===== src/rtl/wordmux_rr.sv =====
// wordmux_rr: registered N-channel word selector with direct or round-robin
// channel selection and a one-entry valid/ready output stage.
module wordmux_rr #(
  parameter int unsigned WIDTH    = 16,
  parameter int unsigned CHANNELS = 4,
  parameter int unsigned SEL_W    = 2
) (
  input  logic                      i_clk,
  input  logic                      i_rst,
  input  logic                      i_mode,
  input  logic [SEL_W-1:0]          i_sel,
  input  logic [CHANNELS-1:0]       i_valid,
  input  logic [CHANNELS*WIDTH-1:0] i_data,
  output logic [CHANNELS-1:0]       o_ready,
  output logic                      o_valid,
  output logic [WIDTH-1:0]          o_data,
  output logic [SEL_W-1:0]          o_chan,
  input  logic                      i_ready
);

  // Pointer reset value makes the first round-robin search start at channel 0.
  localparam logic [SEL_W-1:0] LAST_RST = SEL_W'(CHANNELS - 1);

  logic             valid_q, valid_d;
  logic [WIDTH-1:0] data_q,  data_d;
  logic [SEL_W-1:0] chan_q,  chan_d;
  logic [SEL_W-1:0] last_q,  last_d;

  logic             can_load;
  logic             grant_vld;
  logic [SEL_W-1:0] grant_idx;
  logic [WIDTH-1:0] sel_word;

  assign can_load = !valid_q || i_ready;

  // Grant: explicit select in direct mode, first valid after last in RR mode.
  // Comparing against every legal index keeps out-of-range selects grant-free.
  always_comb begin
    grant_vld = 1'b0;
    grant_idx = '0;
    if (!i_mode) begin
      for (int unsigned k = 0; k < CHANNELS; k++) begin
        if ((i_sel == SEL_W'(k)) && i_valid[k]) begin
          grant_vld = 1'b1;
          grant_idx = SEL_W'(k);
        end
      end
    end else begin
      for (int unsigned j = 1; j <= CHANNELS; j++) begin
        for (int unsigned k = 0; k < CHANNELS; k++) begin
          if (!grant_vld && (k == ((32'(last_q) + j) % CHANNELS)) && i_valid[k]) begin
            grant_vld = 1'b1;
            grant_idx = SEL_W'(k);
          end
        end
      end
    end
  end

  // Word multiplexer driven by the granted index.
  always_comb begin
    sel_word = '0;
    for (int unsigned k = 0; k < CHANNELS; k++) begin
      if (grant_idx == SEL_W'(k)) begin
        sel_word = i_data[k*WIDTH +: WIDTH];
      end
    end
  end

  // One-hot accept strobe; the only path from i_ready lands here.
  always_comb begin
    o_ready = '0;
    if (!i_rst && can_load && grant_vld) begin
      for (int unsigned k = 0; k < CHANNELS; k++) begin
        o_ready[k] = (grant_idx == SEL_W'(k));
      end
    end
  end

  // Next state of the output stage and the round-robin pointer.
  always_comb begin
    valid_d = valid_q;
    data_d  = data_q;
    chan_d  = chan_q;
    last_d  = last_q;
    if (can_load) begin
      if (grant_vld) begin
        valid_d = 1'b1;
        data_d  = sel_word;
        chan_d  = grant_idx;
        if (i_mode) begin
          last_d = grant_idx;
        end
      end else begin
        valid_d = 1'b0;
      end
    end
  end

  // State registers; reset discards any held word immediately.
  always_ff @(posedge i_clk or posedge i_rst) begin
    if (i_rst) begin
      valid_q <= 1'b0;
      data_q  <= '0;
      chan_q  <= '0;
      last_q  <= LAST_RST;
    end else begin
      valid_q <= valid_d;
      data_q  <= data_d;
      chan_q  <= chan_d;
      last_q  <= last_d;
    end
  end

  assign o_valid = valid_q;
  assign o_data  = data_q;
  assign o_chan  = chan_q;

endmodule


===== config.mk =====
export PLATFORM = sky130hd
export DESIGN_NAME = wordmux_rr
export DESIGN_NICKNAME = d
export VERILOG_FILES = /design/src/rtl/wordmux_rr.sv
export SDC_FILE = /design/constraint.sdc
export NUM_CORES = 1
export LEC_CHECK = 0
export BUFFER_PORTS_ARGS = -buffer_cell sky130_fd_sc_hd__buf_2
export CORE_UTILIZATION = 42
export CTS_CLUSTER_DIAMETER = 60
export CTS_CLUSTER_SIZE = 14
export DETAILED_ROUTE_END_ITERATION = 12
export GPL_ROUTABILITY_DRIVEN = 0
export GPL_TIMING_DRIVEN = 0
export PLACE_DENSITY = 0.82
export SYNTH_ARGS = -nofsm -noshare
export SYNTH_HDL_FRONTEND = slang
export SYNTH_SLANG_ARGS = --single-unit

===== constraint.sdc =====
create_clock -name i_clk -period 5.2 [get_ports i_clk]
set_clock_uncertainty 0.2 [all_clocks]
set_input_delay 0.26 -clock i_clk [delete_from_list [all_inputs] [get_ports i_clk]]
set_output_delay 0.26 -clock i_clk [all_outputs]
set_load 0.03 [all_outputs]

Yosys cells after proc, flatten, opt, wreduce, memory -nomap -nowiden
Cells that the tools add are included.
- output and inout bits: 23
- logic and storage cells: 150
- input port bits: 74
- flip-flop bits (word level): 21
- equal/unequal tests: 18
- mux-type cells: 61
- add/sub/neg operators: 4
- reductions and logical operators: 63
- operator list (kind ; count):
    $logic_not A32 Y1 ; 4
    $mux W16 ; 4
    $mux W1 ; 39
    $logic_and A1 B1 Y1 ; 37
    $mux W2 ; 17
    $logic_not A1 Y1 ; 17
    $eq A2 B2 Y1 const A ; 8
    $eq A1 B2 Y1 const A ; 4
    $eq A2 B2 Y1 const B ; 4
    $add A2 B1 Y2 const B ; 2
    $add A2 B2 Y2 const B ; 2
    $eq A2 B1 Y1 const B ; 2
    $logic_not A2 Y1 ; 2
    $mux W4 ; 1
    $reduce_and A3 Y1 ; 1
    $reduce_and A2 Y1 ; 1
    $logic_or A1 B1 Y1 ; 1

Longest topological paths before layout
- word-level depth: 85
- depth in mapped cells: 8
- depth with buffers taken out: 5

Worst setup path before layout
Ideal clock, no wire load.
- kind: register to output
- start point: reg last_q[1]
- end point: out o_ready[0]
- setup slack: 2.285 ns
- path buffers: 2
- required time: 4.740 ns
- stages on the path, launching flop included: 8
- arrival: 2.455 ns
- cell sequence: dfstp_2 -> buf_2 -> mux2i_1 -> o221ai_1 -> a21oi_2 -> buf_2 -> nor2_1 -> nor4_1
- longest elaborated chain between the ends: 82
- elaborated cells between the ends (all ways): 117
- those cells by class: add/sub: 4; eq/ne: 12; mux: 49; reduce/logical: 52
- RTL lines (what ; line ; text):
    start, declared ; 27 ; logic [SEL_W-1:0] last_q, last_d;
    start signal, assigned ; 111 ; last_q <= last_d;
    $add A2 B1 Y2 ; 51 ; if (!grant_vld && (k == ((32'(last_q) + j) % CHANNELS)) && i_valid[k]) begin
    $logic_not A32 Y1 ; 51 ;
    $logic_and A1 B1 Y1 ; 51 ;
    $mux W1 ; 51 ;
    $mux W1 ; 41 ; if (!i_mode) begin
    $logic_not A1 Y1 ; 51 ;
    $logic_and A1 B1 Y1 (2 in series) ; 51 ;
    $mux W1 ; 51 ;
    [... 64 more ...] ; n/a ;
    $mux W1 ; 51 ;
    $mux W1 ; 41 ;
    $logic_not A1 Y1 ; 51 ;
    $logic_and A1 B1 Y1 (2 in series) ; 51 ;
    $mux W2 or $mux W1 (tied branches) ; 51 ;
    $mux W2 or $mux W1 (tied branches) ; 41 ;
    $logic_not A2 Y1 or $logic_and A1 B1 Y1 (tied branches) ; 75, 73 ;
    $mux W4 (*) ; 73 ; if (!i_rst && can_load && grant_vld) begin
    end, declared ; 14 ; output logic [CHANNELS-1:0] o_ready,
Mark *: on every way between the ends. The rest lies on a longest branch, timed or not. The select of a mux whose other input is x is not followed.

Worst setup path in the final report
Ends and elaborated chain as after synthesis.

==> flow_results.xml <==
<?xml version="1.0" encoding="UTF-8"?>
<metrics>
  <group name="clocking">
    <metric name="cts-root-to-sink-buffers" unit="">2</metric>
    <metric name="cts_resized" unit="">0</metric>
    <metric name="cts.clk_slew.worst_paths" unit="ns">0.09</metric>
    <metric name="clock_latency" unit="ns">0.26</metric>
    <metric name="clock_sinks" unit="">21</metric>
    <metric name="htreeDepth" unit="">1</metric>
    <metric name="post_cts_buffers" unit="">0</metric>
    <metric name="postCtsHoldBufs" unit="">0</metric>
    <metric name="clock_tree_from_tritoncts" unit="">done</metric>
    <metric name="tritoncts_buffers" unit="">3</metric>
    <metric name="clk_root_buffer_cell" unit="">sky130_fd_sc_hd__clkbuf_8</metric>
  </group>
  <group name="routing">
    <metric name="via_count" unit="">1798</metric>
    <metric name="first_pass_iters" unit="">4</metric>
    <metric name="drc" unit="">0</metric>
    <metric name="routedWlPerCell" unit="microns">15.8</metric>
    <metric name="post_drt_via_cell_ratio" unit="">5.86</metric>
    <metric name="detailedRoute.firstIterationViolations" unit="">112</metric>
    <metric name="wl" unit="microns">4860</metric>
    <metric name="antenna_violating_nets_post_route" unit="">0</metric>
  </group>
  <group name="worst_setup_path">
    <metric name="cp_max_fo" unit="">10</metric>
    <metric name="crit_path_cell_trace" unit="">buf_2, mux2i_1, o221ai_1, a21oi_2, buf_2, nor2_1, nor4_1, buf_2</metric>
    <metric name="crit_path_top_delay_cell" unit="">sky130_fd_sc_hd__dfstp_2</metric>
    <metric name="worstPathRequired" unit="ns">4.74</metric>
    <metric name="cp_slowest_stage_delay" unit="ns">0.53</metric>
    <metric name="most_used_cell_along_the_critical_path" unit="">sky130_fd_sc_hd__buf_2</metric>
    <metric name="crit_type" unit="">flop to output port</metric>
    <metric name="worst-r2r-setup-slack" unit="ns">2.69</metric>
    <metric name="end_kind" unit="">output port</metric>
    <metric name="cp-start-kind" unit="">flop</metric>
    <metric name="rr_worst_depth" unit="">7</metric>
    <metric name="crit_arrival" unit="ns">2.56</metric>
    <metric name="r2r_start" unit="">last_q[1]</metric>
    <metric name="critical_path.reg2reg.endpoint" unit="">o_data[1]</metric>
  </group>
  <group name="floorplan">
    <metric name="number_of_top_level_pins" unit="">97</metric>
    <metric name="chipWidth" unit="microns">65.3</metric>
    <metric name="start_util" unit="%">45.0</metric>
    <metric name="die_height" unit="microns">65.3</metric>
    <metric name="design.die.area" unit="sq mm">0.00426</metric>
    <metric name="std_cell_rows" unit="">22</metric>
    <metric name="floorplan.core_area" unit="sq mm">0.00374</metric>
  </group>
  <group name="pwr">
    <metric name="power_density" unit="mW/mm^2">347</metric>
    <metric name="leakage" unit="uW">0.00105</metric>
    <metric name="largest_vdd_supply_drop" unit="mV">0.180</metric>
  </group>
  <group name="synth">
    <metric name="part_of_the_yosys_area_used_for_sequential_elements" unit="%">31.4</metric>
    <metric name="synth.top_cell.area_share" unit="%">28.3</metric>
    <metric name="post_synth_num_cell_types" unit="">38</metric>
    <metric name="synthDominantAreaCellType" unit="">sky130_fd_sc_hd__dfrtp_1</metric>
    <metric name="synth_edf_count" unit="">0</metric>
    <metric name="synth-main-ff-cell" unit="">sky130_fd_sc_hd__dfrtp_1</metric>
    <metric name="synthTopCellsByArea" unit="">sky130_fd_sc_hd__dfrtp_1 28%, sky130_fd_sc_hd__mux2i_1 10%, sky130_fd_sc_hd__o311a_1 9.5%, sky130_fd_sc_hd__a2111oi_0 7.8%, sky130_fd_sc_hd__a221oi_1 7.8%</metric>
    <metric name="synthCells" unit="">160</metric>
    <metric name="ys_ff_latch" unit="">21</metric>
    <metric name="number_of_synthesis_warnings" unit="">0</metric>
    <metric name="post_synth_net_total" unit="">234</metric>
    <metric name="synth_area_per_cell" unit="sq um">10.5</metric>
    <metric name="leading_cell_types_by_count_after_synthesis" unit="">19 x sky130_fd_sc_hd__dfrtp_1, 19 x sky130_fd_sc_hd__nor2_1, 17 x sky130_fd_sc_hd__mux2i_1</metric>
    <metric name="synth-async-reset-ratio" unit="%">100</metric>
    <metric name="syn_area" unit="sq mm">0.00168</metric>
  </group>
  <group name="sta">
    <metric name="final_period_minus_worst_setup_slack" unit="ns">3.02</metric>
    <metric name="final_max_slew_viol_count" unit="">0</metric>
    <metric name="whs" unit="ns">-0.0139</metric>
    <metric name="finalHoldViolCount" unit="">19</metric>
    <metric name="final_critical_path_setup_slack" unit="ns">2.18</metric>
    <metric name="setup_viol" unit="">0</metric>
    <metric name="tightestPinTransition" unit="ns">0.869</metric>
    <metric name="slew-limit-headroom" unit="%">42.0</metric>
    <metric name="timing.final.crit_share" unit="%">58.2</metric>
    <metric name="max_freq" unit="GHz">0.331</metric>
    <metric name="timing.setup.tns" unit="ns">0</metric>
    <metric name="setup_repair_after_global_routing_missed_its_margin" unit="">no</metric>
  </group>
  <group name="run_status">
    <metric name="failing_checks" unit="">negative hold slack</metric>
    <metric name="run_status" unit="">finished with violations</metric>
  </group>
  <group name="final_layout">
    <metric name="fin_util" unit="%">60.5</metric>
    <metric name="num_antenna_cells" unit="">0</metric>
    <metric name="footprint_of_the_flip_flops_and_latches" unit="sq um">528</metric>
    <metric name="final.fill_count" unit="">360</metric>
    <metric name="post_route_cells_drive_above_1_share" unit="%">51.4</metric>
    <metric name="multi_input_comb_area" unit="sq mm">0.00101</metric>
    <metric name="areaGrowthSynthToFinish" unit="%">34.6</metric>
    <metric name="final_nets" unit="">334</metric>
    <metric name="finish.cell_count_without_fillers" unit="">307</metric>
  </group>
  <group name="run">
    <metric name="max_cap_viol_count" unit="">0</metric>
  </group>
  <group name="grt">
    <metric name="antenna_found_initial" unit="">0</metric>
    <metric name="grt_first_pass_wirelength" unit="microns">7830</metric>
    <metric name="grt.total_usage" unit="%">23.8</metric>
    <metric name="global_route.overflow_total" unit="">0</metric>
    <metric name="grt_start_max_net_pins" unit="">24</metric>
    <metric name="first_global_vias" unit="">1685</metric>
  </group>
  <group name="placed_design">
    <metric name="place.port_buffers" unit="">95</metric>
    <metric name="place_worst_setup_slack" unit="ns">2.46</metric>
    <metric name="post-dp-hpwl" unit="microns">3670</metric>
    <metric name="placedCellCount" unit="">303</metric>
  </group>
  <group name="hold_path">
    <metric name="holdCritPathClass" unit="">primary input to asynchronous set/reset pin</metric>
  </group>
</metrics>
==> cells by family (layout without fill, tap and decap cells) <==
kind of cell,after synthesis,after routing,share of synthesized area [%]
and+or+nand+nor,34,34,10.2
buffers and inverters,21,120,8.77
AOI/OAI and AO/OA,62,62,35.5
DFF,21,21,31.4
muxes,22,22,14.1
==> stage by stage <==
step           cell area, sq um  power, uW
5_1_grt                    2260        833
3_5_place_dp               2220        677
2_1_floorplan              1680        551
3_3_place_gp               2220        669
6_report                   2260        786
4_1_cts                    2260        788
==> state kept, by name, indices dropped and copies added (netlist names) <==
register	count
o_chan	2
o_data	16
o_valid	1
last_q	2
==> area by class of cell <==
class,instances,share of cell area [%]
plain buffers,17,5.86
well taps,48,2.65
repair buffers,95,21.0
clock inverters,1,0.221
inverters,4,0.663
multi-input cells,118,44.5
clock buffers,3,1.82
flip-flops and latches,21,23.3
==> worst max-delay path by stage <==
stage / from / to / slack, ns / depth (start not counted)
2_1_floorplan: last_q[1] / o_ready[0] / 2.29 / 7
6_report: last_q[1] / o_ready[0] / 2.18 / 8
3_5_place_dp: last_q[1] / o_ready[0] / 2.46 / 8
4_1_cts: last_q[1] / o_ready[0] / 2.18 / 8
3_3_place_gp: last_q[1] / o_ready[0] / 2.54 / 8
5_1_grt: last_q[1] / o_ready[0] / 1.96 / 8
==> layout by cell type (no fill, tap or decap), types with 3 or more instances in the layout <==
cell type / n
sky130_fd_sc_hd__buf_6: 8
sky130_fd_sc_hd__nand2_1: 3
sky130_fd_sc_hd__a2111oi_0: 15
sky130_fd_sc_hd__nor2_1: 19
sky130_fd_sc_hd__mux2i_1: 17
sky130_fd_sc_hd__a221oi_1: 15
sky130_fd_sc_hd__mux2_2: 4
sky130_fd_sc_hd__o311a_1: 16
sky130_fd_sc_hd__clkbuf_8: 3
sky130_fd_sc_hd__dfrtp_1: 19
sky130_fd_sc_hd__buf_2: 102
sky130_fd_sc_hd__inv_1: 4
==> power by group <==
group	switching [uW]	internal [uW]	total, uW
sequential	26.4	216	242
combinational	265	167	432
clock	58.6	53.5	112
total	350	436	786
==> worst max-delay path, delay by kind of cell (launching register included) <==
family / cells / cell delay [ns]
AOI/OAI and AO/OA: 2 / 0.52
muxes: 1 / 0.20
buffers and inverters: 3 / 0.73
DFF: 1 / 0.53
and+or+nand+nor: 2 / 0.32
==> layer usage <==
layer / share of wire (%) / vias up / track usage [%] / wire [microns]
met2: 48 / 91 / 41.2 / 2350
met3: 7.8 / 5 / 3.65 / 379
li1: - / 860 / - / -
met4: 0.58 / 0 / 4.89 / 28
met5: 0 / - / 0 / 0
met1: 43 / 842 / 31.2 / 2100
(Power assumes the default switching activity.)
